`src/rtl/clock_set_controller_if.sv`:
```
// Front-panel bundle between the board buttons / enable and the clock core's mode inputs.
// The controller takes the slave side; whoever drives the buttons takes the master side.
interface clock_set_controller_if;
  logic       i_en;
  logic       i_btn_minutes;
  logic       i_btn_hours;
  logic       i_btn_seconds;
  logic [1:0] o_mode;
  logic       o_fast_set;

  modport master (
    output i_en,
    output i_btn_minutes,
    output i_btn_hours,
    output i_btn_seconds,
    input  o_mode,
    input  o_fast_set
  );

  modport slave (
    input  i_en,
    input  i_btn_minutes,
    input  i_btn_hours,
    input  i_btn_seconds,
    output o_mode,
    output o_fast_set
  );
endinterface

```
`src/rtl/clock_set_controller.sv`:
```
// Time-set mode sequencer: synchronises and debounces three pushbuttons and drives the
// clock core's mode select and fast-set select, switching to fast rate after a long hold.
module clock_set_controller #(
  parameter int DEBOUNCE_CYCLES  = 1_000_000,
  parameter int FAST_HOLD_CYCLES = 100_000_000
) (
  input  logic                   i_clk,
  input  logic                   i_reset,
  clock_set_controller_if.slave  ctrl_if
);

  localparam int DB_W   = (DEBOUNCE_CYCLES  > 1) ? $clog2(DEBOUNCE_CYCLES)  : 1;
  localparam int HOLD_W = (FAST_HOLD_CYCLES > 1) ? $clog2(FAST_HOLD_CYCLES) : 1;

  localparam logic [DB_W-1:0]   DB_LAST   = DB_W'(DEBOUNCE_CYCLES - 1);
  localparam logic [HOLD_W-1:0] HOLD_LAST = HOLD_W'(FAST_HOLD_CYCLES - 1);

  // Button bit order: [0] minutes, [1] hours, [2] seconds.
  localparam int BTN_MIN = 0;
  localparam int BTN_HRS = 1;
  localparam int BTN_SEC = 2;

  typedef enum logic [1:0] {
    IDLE    = 2'd0,
    SET_MIN = 2'd1,
    SET_HRS = 2'd2,
    CLR_SEC = 2'd3
  } state_e;

  logic [2:0]            btn_raw;
  logic [2:0]            sync1_q;
  logic [2:0]            sync2_q;
  logic [2:0]            deb_q;
  logic [2:0]            deb_d;
  logic [2:0][DB_W-1:0]  db_cnt_q;
  logic [2:0][DB_W-1:0]  db_cnt_d;
  logic [2:0]            pressed_q;

  state_e                state_q;
  state_e                state_d;
  logic [HOLD_W-1:0]     hold_q;
  logic [HOLD_W-1:0]     hold_d;
  logic                  fast_q;
  logic                  fast_d;
  logic                  in_set_state;

  assign btn_raw = {ctrl_if.i_btn_seconds, ctrl_if.i_btn_hours, ctrl_if.i_btn_minutes};

  // Stage boundary: 2-flop synchronisers, debouncers and the registered pressed levels.
  always_ff @(posedge i_clk) begin
    if (i_reset) begin
      sync1_q   <= '0;
      sync2_q   <= '0;
      deb_q     <= '0;
      db_cnt_q  <= '0;
      pressed_q <= '0;
    end else begin
      sync1_q   <= btn_raw;
      sync2_q   <= sync1_q;
      deb_q     <= deb_d;
      db_cnt_q  <= db_cnt_d;
      pressed_q <= deb_q;
    end
  end

  // A change is accepted only after DEBOUNCE_CYCLES consecutive mismatching cycles.
  always_comb begin
    deb_d    = deb_q;
    db_cnt_d = '0;
    for (int i = 0; i < 3; i++) begin
      if (sync2_q[i] != deb_q[i]) begin
        if (db_cnt_q[i] == DB_LAST) begin
          deb_d[i]    = sync2_q[i];
          db_cnt_d[i] = '0;
        end else begin
          db_cnt_d[i] = db_cnt_q[i] + 1'b1;
        end
      end
    end
  end

  // Stage boundary: mode FSM state, hold counter and fast-set flag.
  always_ff @(posedge i_clk) begin
    if (i_reset) begin
      state_q <= IDLE;
      hold_q  <= '0;
      fast_q  <= 1'b0;
    end else begin
      state_q <= state_d;
      hold_q  <= hold_d;
      fast_q  <= fast_d;
    end
  end

  always_comb begin
    state_d      = state_q;
    hold_d       = '0;
    fast_d       = 1'b0;
    in_set_state = 1'b0;

    unique case (state_q)
      IDLE: begin
        if (pressed_q[BTN_SEC])      state_d = CLR_SEC;
        else if (pressed_q[BTN_HRS]) state_d = SET_HRS;
        else if (pressed_q[BTN_MIN]) state_d = SET_MIN;
      end
      SET_MIN: if (!pressed_q[BTN_MIN]) state_d = IDLE;
      SET_HRS: if (!pressed_q[BTN_HRS]) state_d = IDLE;
      CLR_SEC: if (!pressed_q[BTN_SEC]) state_d = IDLE;
      default: state_d = IDLE;
    endcase

    if (!ctrl_if.i_en) state_d = IDLE;

    // Counting only continues while staying in the same set state; any entry or exit clears it.
    in_set_state = (state_q == SET_MIN) || (state_q == SET_HRS);
    if (in_set_state && (state_d == state_q)) begin
      hold_d = (hold_q == HOLD_LAST) ? hold_q : hold_q + 1'b1;
      fast_d = fast_q | (hold_q == HOLD_LAST);
    end
  end

  assign ctrl_if.o_mode     = state_q;
  assign ctrl_if.o_fast_set = fast_q;

endmodule

```
`src/flat_wrapper.sv`:
```
// flat-port wrapper written by rule: the top's interface ports become plain ports
module clock_set_controller_flat 
#(
  parameter int DEBOUNCE_CYCLES  = 1_000_000,
  parameter int FAST_HOLD_CYCLES = 100_000_000
)
  (i_clk, i_reset, ctrl_if_i_en, ctrl_if_i_btn_minutes, ctrl_if_i_btn_hours, ctrl_if_i_btn_seconds, ctrl_if_o_mode, ctrl_if_o_fast_set);
  clock_set_controller_if ctrl_if_i ();
  input  logic i_clk;
  input  logic i_reset;
  input wire logic [$bits(ctrl_if_i.i_en)-1:0] ctrl_if_i_en;
  input wire logic [$bits(ctrl_if_i.i_btn_minutes)-1:0] ctrl_if_i_btn_minutes;
  input wire logic [$bits(ctrl_if_i.i_btn_hours)-1:0] ctrl_if_i_btn_hours;
  input wire logic [$bits(ctrl_if_i.i_btn_seconds)-1:0] ctrl_if_i_btn_seconds;
  output wire logic [$bits(ctrl_if_i.o_mode)-1:0] ctrl_if_o_mode;
  output wire logic [$bits(ctrl_if_i.o_fast_set)-1:0] ctrl_if_o_fast_set;
  assign ctrl_if_i.i_en = ctrl_if_i_en;
  assign ctrl_if_i.i_btn_minutes = ctrl_if_i_btn_minutes;
  assign ctrl_if_i.i_btn_hours = ctrl_if_i_btn_hours;
  assign ctrl_if_i.i_btn_seconds = ctrl_if_i_btn_seconds;
  assign ctrl_if_o_mode = ctrl_if_i.o_mode;
  assign ctrl_if_o_fast_set = ctrl_if_i.o_fast_set;
  clock_set_controller #(.DEBOUNCE_CYCLES(DEBOUNCE_CYCLES), .FAST_HOLD_CYCLES(FAST_HOLD_CYCLES)) u_core (.i_clk(i_clk), .i_reset(i_reset), .ctrl_if(ctrl_if_i));
endmodule
```
`config.mk`:
```
export PLATFORM = sky130hd
export DESIGN_NAME = clock_set_controller_flat
export DESIGN_NICKNAME = d
export VERILOG_FILES = /design/src/rtl/clock_set_controller_if.sv /design/src/rtl/clock_set_controller.sv /design/src/flat_wrapper.sv
export SDC_FILE = /design/constraint.sdc
export NUM_CORES = 1
export LEC_CHECK = 0
export ABC_AREA = 1
export CAP_MARGIN = 15
export CORE_UTILIZATION = 55
export CTS_CLUSTER_DIAMETER = 120
export DETAILED_ROUTE_END_ITERATION = 12
export PLACE_DENSITY = 0.8
export SYNTH_ARGS = -nofsm -noshare
export SYNTH_HDL_FRONTEND = slang
export SYNTH_SLANG_ARGS = --single-unit
```
`constraint.sdc`:
```
create_clock -name i_clk -period 1.9 [get_ports i_clk]
set_input_delay 0.285 -clock i_clk [delete_from_list [all_inputs] [get_ports i_clk]]
set_output_delay 0.285 -clock i_clk [all_outputs]
set_load 0.1 [all_outputs]
```
### Yosys cells after proc, flatten, opt, wreduce, memory -nomap -nowiden

Cells that the tools add are included.

* register bits after elaboration: 102
* input bits: 6
* output and inout bits: 3
* logic and storage cells: 50

* add/sub/neg operators: 4
* equal/unequal tests: 11
* multiplexer cells: 8
* bitwise gates (word level): 5
* reductions and logical operators: 10

Operators by type and width (count)
* adder 20 x 1 -> 20 bit (second input constant): 3
* equality test 20 bit (second input constant): 3
* adder 27 x 1 -> 27 bit (second input constant): 1
* equality test 27 bit (second input constant): 1
* 2-to-1 mux 2 bit: 7
* OR reduction 3 bit: 3
* one-hot mux 2 bit (4 select lines): 1
* AND reduction 2 bit: 3
* equality test 2 bit (second input constant): 2
* NOT 1 bit: 4
* inequality test 1 bit: 3
* equality test 2 x 1 -> 1 bit (second input constant): 1
* equality test 2 bit: 1
* logical NOT 2 bit: 1
* OR reduction 2 bit: 1
* logical AND 1 bit: 1
* logical OR 1 bit: 1
* OR 1 bit: 1

### Depth between registers and ports, before layout

* depth in word-level cells: 9
* depth in mapped cells: 12
* mapped depth without buffers: 11

### Worst setup path before layout

Ideal clock, no wire load.

* path kind: register to register
* start: reg u_core.state_q[0], in the netlist u_core.ctrl_if.o_mode[0]
* end: reg u_core.hold_q[11]
* library setup time: 0.117 ns
* data arrival time: 2.317 ns
* data required time: 1.783 ns
* path slack: -0.534 ns
* stages on the path, launching flop included: 12
* buffers on the path: 1
* clock period less this slack: 2.434 ns
* cells stage by stage: dfxtp_1 > inv_1 > ha_1 > inv_1 > nor2_1 > a21oi_1 > nand2_1 > nor2_1 > nor2_2 > nand2_2 > buf_6 > nor2_2

* longest elaborated chain between the ends: 9
* elaborated cells between the ends (all ways): 17
* those cells by class: eq/ne (4); mux (8); bitwise (1); reduce/logical (4)

Ends and longest elaborated chain
* from (decl): RTL line clock_set_controller.sv:39 `state_e state_q;`
* from (signal assigned): RTL line clock_set_controller.sv:89 `state_q <= state_d;`
* 2-to-1 mux 2 bit: RTL line clock_set_controller.sv:105 `else if (pressed_q[BTN_MIN]) state_d = SET_MIN;`
* 2-to-1 mux 2 bit: RTL line clock_set_controller.sv:104 `else if (pressed_q[BTN_HRS]) state_d = SET_HRS;`
* 2-to-1 mux 2 bit: RTL line clock_set_controller.sv:103 `if (pressed_q[BTN_SEC]) state_d = CLR_SEC;`
* one-hot mux 2 bit (4 select lines): RTL line clock_set_controller.sv:101 `unique case (state_q)`
* 2-to-1 mux 2 bit: RTL line clock_set_controller.sv:113 `if (!ctrl_if.i_en) state_d = IDLE;`
* equality test 2 bit: RTL line clock_set_controller.sv:117 `if (in_set_state && (state_d == state_q)) begin`
* logical AND 1 bit (*): RTL line clock_set_controller.sv:117
* NOT 1 bit (no line) (*)
* OR reduction 2 bit (no line) (*)
* to (signal assigned): RTL line clock_set_controller.sv:90 `hold_q <= hold_d;`
* to (decl): RTL line clock_set_controller.sv:41 `logic [HOLD_W-1:0] hold_q;`

Every way passes the cells marked *; elsewhere a longest branch is shown, timed or not.
A chain may end at the register's enable or synchronous reset.

### Worst setup path after layout

* start: reg u_core.hold_q[0]
* end: reg u_core.hold_q[1]

* longest elaborated chain between the ends: 1
* elaborated cells between the ends (all ways): 2
* those cells by class: add/sub (1); eq/ne (1)

Ends and longest elaborated chain
* adder 27 x 1 -> 27 bit or equality test 27 bit (tied branches): RTL line clock_set_controller.sv:118 `hold_d = (hold_q == HOLD_LAST) ? hold_q : hold_q + 1'b1;`

Parallel ways exist; a longest one is shown, timed or not.

==> results.md <==
* Wirelength, routed at 9.70 mm
* Placeable Area at 8810 um2
* Post-synth EDFFs at 0
* Setup crit end kind: flip-flop
* Post-layout util at 0.622
* Slowest cell on crit path: dfxtp_1
* Flop-to-flop setup slack at 0.16 ns
* Post-Syn Instances at 728
* Peak supply drop at 0.408 mV
* Ratio of cells with drive above 1 in the final layout at 0.0921
* Via Count at 4454
* Multiplexer area fraction after synthesis at 0
* Leakage at 1.78 nW
* Run status: complete, no violations
* Crit path DAT at 1.99 ns
* Main synth FF type: dfxtp_1
* Post-synth top area share at 0.403
* Reg clk slew, reported paths at 0.10 ns
* Drt drc at 0
* Ports at 9
* Starting Density at 0.575
* Post-Syn Area at 5060 um2
* Hold Fails Final Rpt at 0
* Antenna Diode Count at 0
* WL per Instance at 11.3 um
* Hold Startpoint: u_core.sync1_q[1]
* GRT Total Usage at 0.219
* Simple-gate share of the synthesized area at 0.383
* Top sig layer: met4
* Worst Reg-to-Reg Cells at 10
* Final total power at 3.53 mW
* Clock root cell: clkbuf_8
* Max Buffers Root-to-Sink at 2
* Fmax at 575 MHz
* Library cells used by synthesis at 28
* Gpl congestion at 0.875
* YS warnings at 0
* RSZ-0062 raised after global routing: false
* XOR/XNOR Fraction of Synth Area at 0.0726
* Area contributors post-synth: dfxtp_1 (40%), nand2_1 (11%), nor2_1 (11%)
* Synthesized-area fraction occupied by adder cells at 0.0198
* Die Y-Extent at 98.0 um
* Ys async rst share at 0
* Metal2 WL at 4.83 mm
* Pre-Repair DR Iteration Count at 5
* DR iter-0 viols at 188
* Initial antenna violation count at 0
* Gr ovfl total at 0
* Critical Path RT at 2.16 ns
* Syn nets at 742
* Most frequent CP cell: nand2_1
* Die width at 98.0 um
* Metal3 WL at 321 um
* Max-Cap Viols at 0
* Crit path launch type: flip-flop
* Setup violators final at 0
* Pin count of the biggest net entering global routing at 29
* Hold Path End: u_core.sync2_q[1]
* Critical path class: reg -> reg
* Worst Hold Class: reg -> reg
* FF-to-FF Start: u_core.hold_q[0]
* Seq/Total Area, Yosys at 0.403
* Avg Cell Area, Syn at 6.96 um2
* Slew HR at 0.722
* Row Count at 34
* Vias per cell at 5.20
* Setup TNS Final at 0 ns
* Die footprint at 9600 um2
* Worst Tran Pin Value at 0.414 ns
* FF+latch count, synth at 102
* Sequence of cells on the critical path: ha_1 > nand3_2 > nor3_4 > nand2_1 > nor2_4 > inv_1 > nand2_1 > nand2_1 > inv_1 > nor2_1
* Post-route clock period utilization at 0.915
* Worst Skew at 0.0117 ns
* Yosys top cell by area: dfxtp_1
* CTS tree: done
* Post-DRT Antenna Nets at 0
* Hold depth at 2
* Worst-Skew Late Latency at 0.36 ns
* Vias in the first global route at 4395
* Synth Area in Compound Gates at 0.0435
* Tmin final at 1.74 ns
* IO Port Bufs at 8
* Clock sink count at 102
* Slew Limit Fails at 0
* Largest family of logic cells by synthesized area: simple AND/OR/NAND/NOR gates
* DRT met1 WL at 4.46 mm
* Area delta synth->final at 8.20%
* Reg-to-reg endpoint: u_core.hold_q[1]
* PwrDens at 645 nW/um2
* Final #Nets at 758
* Post-DP HPWL at 7.32 mm
* Buf/Inv on CP at 2
* Max stage delay on crit path at 0.40 ns
* Num CTS Buffers at 9
* Htree depth at 3
* Global-route wire length before repair at 17.7 mm
* Crit Path Max Fanout at 10
* CP top delay family: simple AND/OR/NAND/NOR gates
[report_power, final]
part / internal, mW / total [mW] / switching (mW)
registers: 2.14 / 2.15 / 0.00388
clock network: 0.583 / 1.35 / 0.766
logic: 0.0172 / 0.0411 / 0.0238
[sequential cells by signal (all words and copies together), names as in the netlist]
| name | count |
|---|---|
| u_core.pressed_q | 3 |
| u_core.ctrl_if.o_mode | 2 |
| u_core.sync2_q | 3 |
| u_core.db_cnt_q | 60 |
| u_core.hold_q | 27 |
| u_core.ctrl_if.o_fast_set | 1 |
| u_core.deb_q | 3 |
| u_core.sync1_q | 3 |
[cells by family after synthesis]
group	count (synthesis)
xor gates and xnor gates	42
AOI/OAI and AO/OA	44
adders and majority gates	8
and+or+nand+nor	433
buffers and inverters	99
DFF	102
[how the worst max path moves through the flow]
stage / slack [ns] / end / depth (start not counted) / from
2_1_floorplan: 0.07 / u_core.hold_q[20] / 11 / u_core.ctrl_if.o_mode[0]
3_3_place_gp: 0.18 / u_core.db_cnt_q[16] / 6 / i_reset
3_5_place_dp: 0.13 / u_core.db_cnt_q[16] / 6 / i_reset
4_1_cts: 0.14 / u_core.hold_q[1] / 10 / u_core.hold_q[0]
5_1_grt: 0.006 / u_core.hold_q[1] / 10 / u_core.hold_q[0]
6_report: 0.16 / u_core.hold_q[1] / 10 / u_core.hold_q[0]
[layout by cell type, fill, tap and decap left out]
cell type and n:
a21oi_1 34, buf_12 1, buf_4 6, clkbuf_1 1, clkbuf_16 1, clkbuf_8 9
clkdlybuf4s50_1 5, clkinv_4 3, dfxtp_1 100, dfxtp_4 2, ha_1 8, inv_1 90
inv_2 2, inv_8 2, nand2_1 146, nand2_2 4, nand3_1 41, nand3_2 2
nand3b_1 5, nand4_1 26, nor2_1 142, nor2_2 26, nor2_4 1, nor3_1 27
nor3_2 3, nor3_4 1, nor3b_1 2, o21ai_0 9, o21ai_1 1, or2_2 6
or3_1 1, xnor2_1 11, xor2_1 31
[tightest hold or removal path, delay by kind of cell, from the launching register on]
kind / cells / cell delay (ns)
flip-flops: 1 / 0.31
buffers and inverters: 1 / 0.05
AND/OR/NAND/NOR: 1 / 0.03
[area by class of cell]
class	count	area, um2
clock inverters	5	48.8
well taps	108	135
flip-flops and latches	102	2050
fillers	795	3330
inverters	92	345
clock buffers	11	153
multi-input cells	527	2630
repair buffers	12	115
[layer usage]
metal,up-vias,GRT usage
met4,0,0.0758
li1,2331,-
met5,-,0
met2,70,0.400
met1,2046,0.251
met3,7,0.0487
[cells in the mapped netlist, types with 4 or more instances]
cell / count
nand4_1: 26
nor2_2: 26
or2_2: 6
inv_1: 90
o21ai_0: 9
dfxtp_1: 102
nor3_1: 27
ha_1: 8
nand2_2: 4
xor2_1: 31
nor2_1: 142
nand3_1: 42
a21oi_1: 34
xnor2_1: 11
nand2_1: 146
nand3b_1: 5
[repair_timing]
action                     in CTS  in global routing
buffers inserted                0                  0
gates resized for setup         0                  1
setup endpoints to repair       0                  1
hold buffers                    0                  0
[stage by stage]
| step | hold slack (ns) | worst slack [ns] | instances | area [um2] |
|---|---|---|---|---|
| 2_1_floorplan | 0.356 | 0.0743 | 728 | 5070 |
| 3_3_place_gp | 0.389 | 0.180 | 841 | 5270 |
| 3_5_place_dp | 0.398 | 0.129 | 841 | 5270 |
| 4_1_cts | 0.406 | 0.143 | 857 | 5480 |
| 5_1_grt | 0.420 | 0.00598 | 857 | 5480 |
| 6_report | 0.418 | 0.162 | 857 | 5480 |
(Power assumes the default switching activity.)
